$ cat config.mk
export PLATFORM = sky130hd
export DESIGN_NAME = heartbeat_generator_flat
export DESIGN_NICKNAME = d
export VERILOG_FILES = /design/src/rtl/heartbeat_generator_if.sv /design/src/rtl/heartbeat_generator.sv /design/src/flat_wrapper.sv
export SDC_FILE = /design/constraint.sdc
export NUM_CORES = 1
export LEC_CHECK = 0
export CORE_MARGIN = 1.5
export CORE_UTILIZATION = 53
export DETAILED_ROUTE_END_ITERATION = 10
export PLACE_DENSITY = 0.87
export SLEW_MARGIN = 20
export SYNTH_ARGS = -nofsm -noshare
export SYNTH_HDL_FRONTEND = slang
export SYNTH_SLANG_ARGS = --single-unit
export TNS_END_PERCENT = 5
$ cat constraint.sdc
create_clock -name clk -period 2.9 [get_ports clk]
set_clock_uncertainty 0.15 [all_clocks]
set_input_delay 0.87 -clock clk [delete_from_list [all_inputs] [get_ports clk]]
set_output_delay 0.87 -clock clk [all_outputs]
set_load 0.1 [all_outputs]
$ cat src/rtl/heartbeat_generator_if.sv
// heartbeat_generator_if: groups the liveness, watchdog-status and kick
// signals of the heartbeat generator. Signal suffixes are from the
// generator's point of view (_i into the generator, _o out of it).
interface heartbeat_generator_if #(
    parameter int NUM_SRC = 4
);
    logic               enable_i;
    logic [NUM_SRC-1:0] alive_i;
    logic               warning_i;
    logic               triggered_i;
    logic               heartbeat_o;
    logic [NUM_SRC-1:0] missing_o;
    logic [15:0]        kick_count_o;
    logic [1:0]         state_o;

    // Environment side: drives enable/liveness/watchdog status, observes kicks.
    modport master (
        output enable_i, alive_i, warning_i, triggered_i,
        input  heartbeat_o, missing_o, kick_count_o, state_o
    );

    // Generator side.
    modport slave (
        input  enable_i, alive_i, warning_i, triggered_i,
        output heartbeat_o, missing_o, kick_count_o, state_o
    );
endinterface

$ cat src/rtl/heartbeat_generator.sv
// heartbeat_generator: kicks the watchdog once per collection window, but
// only when every liveness source strobed at least once during that window.
// A window that ends with silent sources records them in missing_o and the
// kick is withheld. A watchdog expiry parks the block in HOLDOFF until the
// expiry has been gone for HOLDOFF cycles.
// Optional feature: define HB_WARN_KICK_EN to allow an early kick on a rising
// watchdog warning when all sources have already reported in this window.
module heartbeat_generator #(
    parameter int KICK_PERIOD = 1000,
    parameter int NUM_SRC     = 4,
    parameter int HOLDOFF     = 16
) (
    input  logic               clk,
    input  logic               rst,
    heartbeat_generator_if.slave bus
);
    localparam int CW = (KICK_PERIOD > 1) ? $clog2(KICK_PERIOD) : 1;
    localparam int HW = (HOLDOFF > 1) ? $clog2(HOLDOFF) : 1;
    localparam logic [CW-1:0] CNT_LAST  = CW'(KICK_PERIOD - 1);
    localparam logic [HW-1:0] HCNT_LAST = HW'(HOLDOFF - 1);

    typedef enum logic [1:0] {
        ST_IDLE    = 2'd0,
        ST_COLLECT = 2'd1,
        ST_KICK    = 2'd2,
        ST_HOLDOFF = 2'd3
    } state_t;

    state_t             state_q, state_d;
    logic [CW-1:0]      cnt_q, cnt_d;
    logic [NUM_SRC-1:0] seen_q, seen_d;
    logic [HW-1:0]      hcnt_q, hcnt_d;
    logic               heartbeat_q, heartbeat_d;
    logic [NUM_SRC-1:0] missing_q, missing_d;
    logic [15:0]        kick_count_q, kick_count_d;

    logic [NUM_SRC-1:0] seen_now;
    logic               all_ok;
    logic               win_end;
    logic               warn_rise;

    // Sources seen so far including this cycle's strobes; the decision cycle
    // itself still counts toward the window.
    assign seen_now = seen_q | bus.alive_i;
    assign all_ok   = &seen_now;
    assign win_end  = (cnt_q == CNT_LAST);

`ifdef HB_WARN_KICK_EN
    logic warn_q;

    // Previous warning level, for rising-edge detection.
    always_ff @(posedge clk or posedge rst) begin
        if (rst) warn_q <= 1'b0;
        else     warn_q <= bus.warning_i;
    end

    assign warn_rise = bus.warning_i & ~warn_q;
`else
    logic unused_warning;
    assign unused_warning = bus.warning_i;
    assign warn_rise      = 1'b0;
`endif

    // Next-state, counter and output-register logic. Window/holdoff counters
    // default to zero so every entry into COLLECT or HOLDOFF starts clean.
    always_comb begin
        state_d      = state_q;
        cnt_d        = '0;
        seen_d       = '0;
        hcnt_d       = '0;
        missing_d    = missing_q;
        kick_count_d = kick_count_q;
        heartbeat_d  = 1'b0;

        if (!bus.enable_i) begin
            state_d = ST_IDLE;
        end else if (bus.triggered_i &&
                     (state_q == ST_COLLECT || state_q == ST_KICK)) begin
            state_d = ST_HOLDOFF;
        end else begin
            unique case (state_q)
                ST_IDLE: begin
                    state_d = ST_COLLECT;
                end
                ST_COLLECT: begin
                    if (all_ok && (win_end || warn_rise)) begin
                        state_d = ST_KICK;
                    end else if (win_end) begin
                        // Failed window: report the silent sources, restart.
                        missing_d = ~seen_now;
                    end else begin
                        cnt_d  = cnt_q + 1'b1;
                        seen_d = seen_now;
                    end
                end
                ST_KICK: begin
                    // Strobes arriving during the kick cycle are dropped.
                    state_d = ST_COLLECT;
                end
                ST_HOLDOFF: begin
                    if (!bus.triggered_i) begin
                        if (hcnt_q == HCNT_LAST) state_d = ST_COLLECT;
                        else                     hcnt_d  = hcnt_q + 1'b1;
                    end
                end
                default: state_d = ST_IDLE;
            endcase
        end

        // The kick pulse and its bookkeeping are registered together with
        // the move into KICK so heartbeat is high exactly in the KICK cycle.
        if (state_d == ST_KICK) begin
            heartbeat_d = 1'b1;
            missing_d   = '0;
            if (kick_count_q != 16'hFFFF) kick_count_d = kick_count_q + 16'd1;
        end
    end

    // State and output registers; reset clears the kick pulse at once.
    always_ff @(posedge clk or posedge rst) begin
        if (rst) begin
            state_q      <= ST_IDLE;
            cnt_q        <= '0;
            seen_q       <= '0;
            hcnt_q       <= '0;
            heartbeat_q  <= 1'b0;
            missing_q    <= '0;
            kick_count_q <= '0;
        end else begin
            state_q      <= state_d;
            cnt_q        <= cnt_d;
            seen_q       <= seen_d;
            hcnt_q       <= hcnt_d;
            heartbeat_q  <= heartbeat_d;
            missing_q    <= missing_d;
            kick_count_q <= kick_count_d;
        end
    end

    assign bus.heartbeat_o  = heartbeat_q;
    assign bus.missing_o    = missing_q;
    assign bus.kick_count_o = kick_count_q;
    assign bus.state_o      = state_q;
endmodule

$ cat src/flat_wrapper.sv
// flat-port wrapper written by rule: the top's interface ports become plain ports
module heartbeat_generator_flat 
#(
    parameter int KICK_PERIOD = 1000,
    parameter int NUM_SRC     = 4,
    parameter int HOLDOFF     = 16
)
  (clk, rst, bus_enable_i, bus_alive_i, bus_warning_i, bus_triggered_i, bus_heartbeat_o, bus_missing_o, bus_kick_count_o, bus_state_o);
  heartbeat_generator_if #(.NUM_SRC(NUM_SRC)) bus_i ();
  input  logic clk;
  input  logic rst;
  input wire logic [$bits(bus_i.enable_i)-1:0] bus_enable_i;
  input wire logic [$bits(bus_i.alive_i)-1:0] bus_alive_i;
  input wire logic [$bits(bus_i.warning_i)-1:0] bus_warning_i;
  input wire logic [$bits(bus_i.triggered_i)-1:0] bus_triggered_i;
  output wire logic [$bits(bus_i.heartbeat_o)-1:0] bus_heartbeat_o;
  output wire logic [$bits(bus_i.missing_o)-1:0] bus_missing_o;
  output wire logic [$bits(bus_i.kick_count_o)-1:0] bus_kick_count_o;
  output wire logic [$bits(bus_i.state_o)-1:0] bus_state_o;
  assign bus_i.enable_i = bus_enable_i;
  assign bus_i.alive_i = bus_alive_i;
  assign bus_i.warning_i = bus_warning_i;
  assign bus_i.triggered_i = bus_triggered_i;
  assign bus_heartbeat_o = bus_i.heartbeat_o;
  assign bus_missing_o = bus_i.missing_o;
  assign bus_kick_count_o = bus_i.kick_count_o;
  assign bus_state_o = bus_i.state_o;
  heartbeat_generator #(.KICK_PERIOD(KICK_PERIOD), .NUM_SRC(NUM_SRC), .HOLDOFF(HOLDOFF)) u_core (.clk(clk), .rst(rst), .bus(bus_i));
endmodule
After elaboration in Yosys (flattened, before gate mapping) --
Index checks and enable logic that the tools add are counted.
Storage, ports and cells: register bits after elaboration 41, word-level logic and storage cells 60, input port bits 9, output and inout port bits 23
Cells by class: reductions and logical operators 11, add/subtract/negate cells 3, bitwise logic cells 2, eq/ne operators 9, mux-type cells 28
Operators by type and width (number):
- 2-to-1 mux 4 bit | 16
- 2-to-1 mux 10 bit | 5
- adder 16 x 1 -> 16 bit, second input constant | 1
- inequality test 16 bit, second input constant | 1
- adder 10 x 1 -> 10 bit, second input constant | 1
- == test 10 bit, second input constant | 1
- 2-to-1 mux 2 bit | 5
- == test 2 bit, second input constant | 3
- case mux 2 bit (3 select lines) | 1
- nonzero test 2 bit | 3
- AND reduction 5 bit | 1
- adder 4 x 1 -> 4 bit, second input constant | 1
- == test 4 bit, second input constant | 1
- inequality test 2 bit, second input constant | 2
- inverter 4 bit | 1
- OR 4 bit | 1
- AND reduction 4 bit | 1
- == test 2 x 1 -> 1 bit, second input constant | 1
- logical AND 1 bit | 2
- zero test 2 bit | 1
- AND reduction 2 bit | 1
- OR reduction 2 bit | 1
- logical OR 1 bit | 1
- 2-to-1 mux 1 bit | 1

Depth between registers and ports, before layout --
Gate-level depths: netlist of run 1.
word-level depth 10, mapped depth 8, gate-level depth less buffers 7

Worst setup path before layout of run 1 --
No wires, ideal clock.
kind register to register, start point register u_core.state_q[1], in the netlist u_core.bus.state_o[1], end point register u_core.kick_count_q[6], in the netlist u_core.bus.kick_count_o[6], path buffers 0, cell stages (with the launch flop) 8, library setup time 0.127 ns, data arrival time 2.638 ns, setup slack -0.015 ns, data required time 2.623 ns, clock period less this slack 2.915 ns, cells stage by stage dfrtp_1 inv_1 ha_1 a21bo_2 a221oi_2 nor2_1 and4_1 mux2_4
Between the ends: word-level cells in the longest chain between the ends 7, elaborated cells between the ends (all ways) 15, those cells by class eq/ne (4); mux (6); reduce/logical (5)
RTL lines:
- start: declaration | RTL line heartbeat_generator.sv:29 | state_t state_q, state_d;
- start signal: assignment | RTL line heartbeat_generator.sv:130 | state_q <= state_d;
- == test 2 bit, or another cell as far along | RTL line heartbeat_generator.sv:78, heartbeat_generator.sv:81
- OR reduction 2 bit (no line), or another cell as far along
- case mux 2 bit (3 select lines) or logical AND 1 bit (tied branches) | RTL line heartbeat_generator.sv:81, heartbeat_generator.sv:77
- 2-to-1 mux 2 bit (*) | RTL line heartbeat_generator.sv:77 | end else if (bus.triggered_i &&
- 2-to-1 mux 2 bit (*) | RTL line heartbeat_generator.sv:75 | if (!bus.enable_i) begin
- == test 2 bit (*) | RTL line heartbeat_generator.sv:112 | if (state_d == ST_KICK) begin
- AND reduction 2 bit (no line) (*)
- end signal: assignment | RTL line heartbeat_generator.sv:136 | kick_count_q <= kick_count_d;
- end: declaration | RTL line heartbeat_generator.sv:35 | logic [15:0] kick_count_q, kick_count_d;
Every way passes the cells marked *; elsewhere a longest branch is shown, timed or not. A chain may end at the register's enable or synchronous reset.

Worst setup path in the final report of run 1 --
start point input port bus_alive_i[2], end point register u_core.kick_count_q[6], in the netlist u_core.bus.kick_count_o[6]
Between the ends: word-level cells in the longest chain between the ends 9
RTL lines:
- start: declaration | RTL line flat_wrapper.sv:13 | input wire logic [$bits(bus_i.alive_i)-1:0] bus_alive_i;
- OR 4 bit | RTL line heartbeat_generator.sv:44 | assign seen_now = seen_q | bus.alive_i;
- AND reduction 4 bit | RTL line heartbeat_generator.sv:45 | assign all_ok = &seen_now;
- logical AND 1 bit | RTL line heartbeat_generator.sv:86 | if (all_ok && (win_end || warn_rise)) begin
- 2-to-1 mux 2 bit | RTL line heartbeat_generator.sv:86
- case mux 2 bit (3 select lines) | RTL line heartbeat_generator.sv:81 | unique case (state_q)
- 2-to-1 mux 2 bit | RTL line heartbeat_generator.sv:77
- 2-to-1 mux 2 bit | RTL line heartbeat_generator.sv:75
- == test 2 bit | RTL line heartbeat_generator.sv:112
- AND reduction 2 bit (no line)
No other way between the ends.

==> results.py, run 1 <==
metrics = {
    "run_status": {
        "status": "completed",
    },
    "final_layout": {
        "nNetsFinal": 252,
        "final_common_cell": "dfrtp_1",
        "layout_common_cells": "40 x dfrtp_1, 31 x buf_4, 27 x nor2_1",
        "diodes": 0,
        "fillers": 297,
        "drive_above_1_share_pct": 23.5,
        "fin_area_sq_um": 2560,
        "syn_to_final_growth_pct": 23.0,
    },
    "worst_setup_path": {
        "cp_slowest_cell": "clkdlybuf4s50_1",
        "critPathCapture": "u_core.bus.kick_count_o[6]$_DFFE_PP0P_",
        "regToRegStartpoint": "u_core.bus.state_o[1]$_DFF_PP0_",
        "worstPathMaxFanout": 6,
        "endpoint_kind": "register",
        "cpPeakStageDelay_ns": 0.46,
        "r2r_slack_ns": 0.54,
        "crit_path_start": "bus_alive_i[2]",
        "cp_data_arrival_time_ns": 2.58,
        "cp.required_ns": 2.93,
        "worstPathCellList": "clkdlybuf4s50_1 -> nor2_1 -> nor4_4 -> a22o_2 -> and4_1 -> mux2_4",
        "ff2ff_path_depth": 8,
        "reg2reg_to": "u_core.bus.kick_count_o[6]$_DFFE_PP0P_",
        "critPathKind": "input port to register",
        "start_kind": "input port",
    },
    "timing": {
        "setup_viol": 0,
        "min_period_over_period_pct": 87.9,
        "final_hold_viol_count": 0,
        "drv_slew": 0,
        "rsz0062_at_grt": "no",
        "period_minus_slack_ns": 2.55,
        "tightest_slew_ns": 0.499,
        "max_slew_margin_pct": 66.7,
        "setup-tns-final_ns": 0,
        "timing.fmax_ghz": 0.392,
    },
    "logic_synthesis": {
        "muxShareOfSynthArea_pct": 4.38,
        "synth.net_count": 212,
        "post_synth_xor_area_fraction_pct": 7.56,
        "ys_async_sr_fraction_pct": 100,
        "ys_types": 43,
        "synth-compound-area-share_pct": 6.42,
        "yosys.area.top_type": "dfrtp_1",
        "synth_area_per_cell_sq_um": 10.6,
        "synth_fa_ha_area_share_pct": 3.60,
        "synth_edf_count": 0,
        "synth_warnings": 0,
        "ys.flop_type": "dfrtp_1",
        "synthTopCellsByArea": "dfrtp_1 49%, xnor2_1 5.9%, nor2_1 4.9%",
        "synth_cells": 197,
        "synth_top_family_by_area": "simple AND/OR/NAND/NOR gates",
        "synth_seq_area_share_pct": 49.2,
        "yosys.area_share.simple_pct": 25.8,
        "syn_area_sq_um": 2080,
        "synth_top_area_share_pct": 49.2,
        "ys_seq_elements": 41,
    },
    "place": {
        "dp_hpwl_mm": 2.98,
        "place_area_sq_um": 2430,
        "port-buffer-count": 30,
        "gp_congestion": 0.871,
    },
    "grt": {
        "grt_max_degree": 42,
        "grt_pass1_wl_mm": 7.33,
        "grt_util_all_layers_pct": 22.4,
        "grt_use_met3_pct": 5.82,
        "overflow": 0,
        "grt_pass1_vias": 1584,
        "antenna_found_initial": 0,
        "top_usage_layer": "met2",
        "grtUsageMet1_pct": 30.4,
        "grt.met2_usage_pct": 35.6,
    },
    "drt": {
        "drt_iter0_markers": 89,
        "wirelength_mm": 4.24,
        "via_per_inst": 5.60,
        "ant_nets": 0,
        "drc": 0,
        "vias": 1602,
        "wl_per_cell_um": 14.8,
        "drtPass1Iterations": 4,
    },
    "floorplan": {
        "die_area_sq_um": 4320,
        "rows": 22,
        "coreArea_sq_um": 3720,
        "initial_core_util_pct": 56.1,
        "fp.dieH_um": 65.7,
        "ios": 32,
        "die_width_um": 65.7,
    },
    "clock_tree": {
        "clkTransAtPathRegs_ns": 0.07,
        "holdBufCountCts": 0,
        "cts_max_level": 2,
        "cts_setup_buffers": 0,
        "clockRootBuffer": "clkbuf_8",
        "post_cts_resized": 0,
        "cts_buffers": 5,
        "cts_tree": "built",
        "clock_latency_ns": 0.29,
        "ctsLongestPathBuffers": 2,
        "clock_sinks": 41,
    },
    "worst_hold_path": {
        "worst_hold_path_type": "register to register",
    },
    "power": {
        "powerDensity_nw_per_um2": 600,
        "p_leak_nw": 1.19,
        "peakVddDrop_uv": 525,
    },
    "flow_run": {
        "cap_violations": 0,
    },
}
critical path: cells and delay by family:
kind | cells | cell delay (ns)
AND/OR/NAND/NOR | 3 | 0.67
AO/OA/AOI/OAI | 1 | 0.27
multiplexers | 1 | 0.30
buffers and inverters | 1 | 0.46
per-layer routing:
metal	vias up	part of all wire, %
li1	773	-
met1	776	44
met2	44	49
met3	9	5.1
met4	0	1.5
met5	-	0
registers in the layout, summed over array words and instances, names as in the netlist:
| register | flops |
|---|---|
| u_core.bus.state_o | 2 |
| u_core.seen_q | 4 |
| u_core.bus.heartbeat_o | 1 |
| u_core.hcnt_q | 4 |
| u_core.cnt_q | 10 |
| u_core.bus.missing_o | 4 |
| u_core.bus.kick_count_o | 16 |
how the worst min path moves through the flow:
stage,start,endpoint,slack [ns],cells after the start
final,u_core.hcnt_q[0]$_DFF_PP0_,u_core.hcnt_q[0]$_DFF_PP0_,0.34,1
after global routing,u_core.hcnt_q[0]$_DFF_PP0_,u_core.hcnt_q[0]$_DFF_PP0_,0.38,1
after CTS,u_core.hcnt_q[0]$_DFF_PP0_,u_core.hcnt_q[0]$_DFF_PP0_,0.35,1
after detailed placement,u_core.hcnt_q[0]$_DFF_PP0_,u_core.hcnt_q[0]$_DFF_PP0_,0.34,1
after global placement,u_core.hcnt_q[0]$_DFF_PP0_,u_core.hcnt_q[0]$_DFF_PP0_,0.33,1
after floorplan,u_core.hcnt_q[0]$_DFF_PP0_,u_core.hcnt_q[0]$_DFF_PP0_,0.30,1
power by group:
part | leakage [nW] | switching, mW | internal, mW
combinational | 0.558 | 0.256 | 0.111
clock | 0.0681 | 0.196 | 0.342
sequential | 0.561 | 0.0351 | 0.598
total | 1.19 | 0.488 | 1.05
synthesized netlist by cell type, drive strengths merged, types with 6 or more instances:
master / number
a21oi: 7
nand3: 14
nand4: 7
dfrtp: 41
xnor2: 14
inv: 7
nor2: 27
nand2: 11
and3: 8
ha: 6
and4: 6
cells by family after synthesis:
| group | count (synthesis) |
|---|---|
| and+or+nand+nor | 91 |
| DFF | 41 |
| AOI/OAI and AO/OA | 20 |
| xor gates and xnor gates | 18 |
| buffers and inverters | 13 |
| muxes | 8 |
| adders and majority gates | 6 |
through the flow:
| step | setup WS, ns | util, % | total power [mW] | hold WS [ns] | instances |
|---|---|---|---|---|---|
| final | 0.352 | 69.0 | 1.54 | 0.337 | 286 |
| after detailed placement | 0.0538 | 65.4 | 1.01 | 0.339 | 278 |
| after floorplan | 0.226 | - | 0.903 | 0.304 | 197 |
| after global routing | 0.301 | 69.0 | 1.61 | 0.376 | 286 |
| after CTS | 0.353 | 69.0 | 1.55 | 0.349 | 286 |
| after global placement | 0.0634 | 65.4 | 0.997 | 0.325 | 278 |
area by class of cell:
| cell class | count | area [sq um] | share of cell area [%] |
|---|---|---|---|
| Sequential cell | 41 | 1030 | 40.0 |
| Multi-Input combinational cell | 143 | 995 | 38.8 |
| Tap cell | 48 | 60.1 | 2.34 |
| Inverter | 7 | 26.3 | 1.02 |
| Clock inverter | 3 | 65.1 | 2.54 |
| Timing Repair Buffer | 39 | 323 | 12.6 |
| Clock buffer | 5 | 68.8 | 2.68 |
Note: power is estimated with default switching activity, not from simulation.
==> run 2: changes to the inputs <==
==> constraint.sdc (replaced) <==
create_clock -name clk -period 2.7 [get_ports clk]
set_clock_uncertainty 0.15 [all_clocks]
set_input_delay 0.81 -clock clk [delete_from_list [all_inputs] [get_ports clk]]
set_output_delay 0.81 -clock clk [all_outputs]
set_load 0.1 [all_outputs]
==> run 2 against run 1 <==
Hold slack gained 0.0090 ns. Combinational power increased by 8.7%. Sequential power increased by 7.1%. Total power increased by 3.7%. Register-to-register slack lost 0.17 ns. Largest cell class unchanged. Largest power group unchanged. Highest routed layer unchanged.
==> results.py, run 2 (synthesis gave the netlist of run 1 again) <==
metrics = {
    "run_status": {
        "status": "completed",
    },
    "power": {
        "p_leak_nw": 1.20,
        "totalPowerFinal_mw": 1.59,
        "peakVddDrop_uv": 446,
        "powerDensity_nw_per_um2": 617,
    },
    "clock_tree": {
        "cts_buffers": 5,
        "clock_latency_ns": 0.30,
        "clock_sinks": 41,
        "post_cts_resized": 0,
        "clockRootBuffer": "clkbuf_8",
        "cts_tree": "built",
        "cts_max_level": 2,
        "holdBufCountCts": 0,
        "ctsLongestPathBuffers": 2,
        "cts_setup_buffers": 0,
        "clkTransAtPathRegs_ns": 0.08,
    },
    "drt": {
        "drtPass1Iterations": 4,
        "drt_iter0_markers": 62,
        "wirelength_mm": 4.08,
        "ant_nets": 0,
        "drc": 0,
        "vias": 1602,
        "wl_per_cell_um": 14.0,
        "via_per_inst": 5.49,
    },
    "timing": {
        "min_period_over_period_pct": 88.7,
        "timing.fmax_ghz": 0.418,
        "tightest_slew_ns": 0.504,
        "rsz0062_at_grt": "no",
        "drv_slew": 0,
        "period_minus_slack_ns": 2.39,
        "setup_viol": 0,
        "final_hold_viol_count": 0,
        "max_slew_margin_pct": 66.4,
    },
    "grt": {
        "grt_max_degree": 42,
        "grt_pass1_wl_mm": 6.93,
        "grt_pass1_vias": 1472,
        "overflow": 0,
        "antenna_found_initial": 0,
        "grt_util_all_layers_pct": 21.4,
    },
    "worst_setup_path": {
        "cp.required_ns": 2.74,
        "crit_path_start": "bus_alive_i[2]",
        "cp_data_arrival_time_ns": 2.43,
        "regToRegStartpoint": "u_core.bus.state_o[1]$_DFF_PP0_",
        "worstPathCellList": "clkdlybuf4s50_1 -> nor2_1 -> nor4_4 -> a22o_2 -> and4_1 -> mux2_4",
        "worstPathMaxFanout": 5,
        "cp_slowest_cell": "clkdlybuf4s50_1",
        "endpoint_kind": "register",
        "cpPeakStageDelay_ns": 0.45,
        "critPathKind": "input port to register",
        "start_kind": "input port",
    },
    "flow_run": {
        "cap_violations": 0,
    },
    "final_layout": {
        "diodes": 0,
        "nNetsFinal": 258,
        "syn_to_final_growth_pct": 23.9,
        "drive_above_1_share_pct": 25.4,
        "largest_reg_flops": 16,
        "final_cell_count_no_fill": 292,
        "utilization_pct": 69.5,
        "layout_common_cells": "40 x dfrtp_1, 38 x buf_4, 27 x nor2_1",
        "fillers": 269,
        "final_common_cell": "dfrtp_1",
    },
    "place": {
        "port-buffer-count": 30,
        "gp_congestion": 0.849,
        "dp_hpwl_mm": 2.91,
        "placed_cells": 284,
    },
    "floorplan": {
        "die_width_um": 65.7,
        "rows": 22,
        "coreArea_sq_um": 3720,
        "initial_core_util_pct": 56.1,
        "ios": 32,
        "die_area_sq_um": 4320,
        "fp.dieH_um": 65.7,
    },
    "worst_hold_path": {
        "hp-start": "u_core.cnt_q[0]$_DFF_PP0_",
        "worst_hold_path_type": "register to register",
    },
}
## run 2: final cells by class
| type | instances | area (sq um) | area share, % |
|---|---|---|---|
| clock inverter | 2 | 37.5 | 1.45 |
| inverter | 7 | 26.3 | 1.02 |
| timing repair buffer | 45 | 355 | 13.8 |
| sequential | 41 | 1030 | 39.8 |
| tap | 48 | 60.1 | 2.32 |
| multi-input combinational | 143 | 995 | 38.5 |
| clock buffer | 6 | 82.6 | 3.20 |
## run 2: through the flow
step / hold slack, ns / setup WS (ns) / cell area, sq um / setup TNS [ns]
2_1_floorplan: 0.304 / 0.0256 / 2090 / 0
3_3_place_gp: 0.327 / 0.00779 / 2460 / 0
3_5_place_dp: 0.338 / -0.00866 / 2460 / -0.00897
4_1_cts: 0.349 / 0.304 / 2580 / 0
5_1_grt: 0.366 / 0.219 / 2580 / 0
6_report: 0.346 / 0.306 / 2580 / 0
## run 2: critical path: cells and delay by family
kind | cells | cell delay (ns)
and+or+nand+nor | 3 | 0.62
muxes | 1 | 0.29
AOI/OAI and AO/OA | 1 | 0.25
buffers and inverters | 1 | 0.45
## run 2: path summary, 6_finish.rpt
| path | endpoint | slack, ns | cells after the start |
|---|---|---|---|
| worst max-delay path | u_core.bus.kick_count_o[6]$_DFFE_PP0P_ | 0.31 | 6 |
| worst min-delay path | u_core.cnt_q[0]$_DFF_PP0_ | 0.35 | 1 |
| worst max register to register | u_core.bus.kick_count_o[6]$_DFFE_PP0P_ | 0.37 | 8 |
| worst min register to register | u_core.cnt_q[0]$_DFF_PP0_ | 0.35 | 1 |
| max in group asynchronous | u_core.bus.state_o[1]$_DFF_PP0_ | 1.24 | 3 |
| min in group asynchronous | u_core.cnt_q[6]$_DFF_PP0_ | 0.78 | 3 |
## run 2: report_power, final
group          leakage (nW)  internal, mW  switching, mW
clock                0.0574         0.301          0.217
sequential            0.561         0.642         0.0360
combinational         0.586         0.125          0.274
## run 2: layer usage
metal	GRT usage (%)	part of all wire, %	up-vias
li1	-	-	785
met1	30.0	49	780
met2	31.6	46	33
met3	5.82	3.6	4
met4	8.59	0.86	0
met5	0	0	-
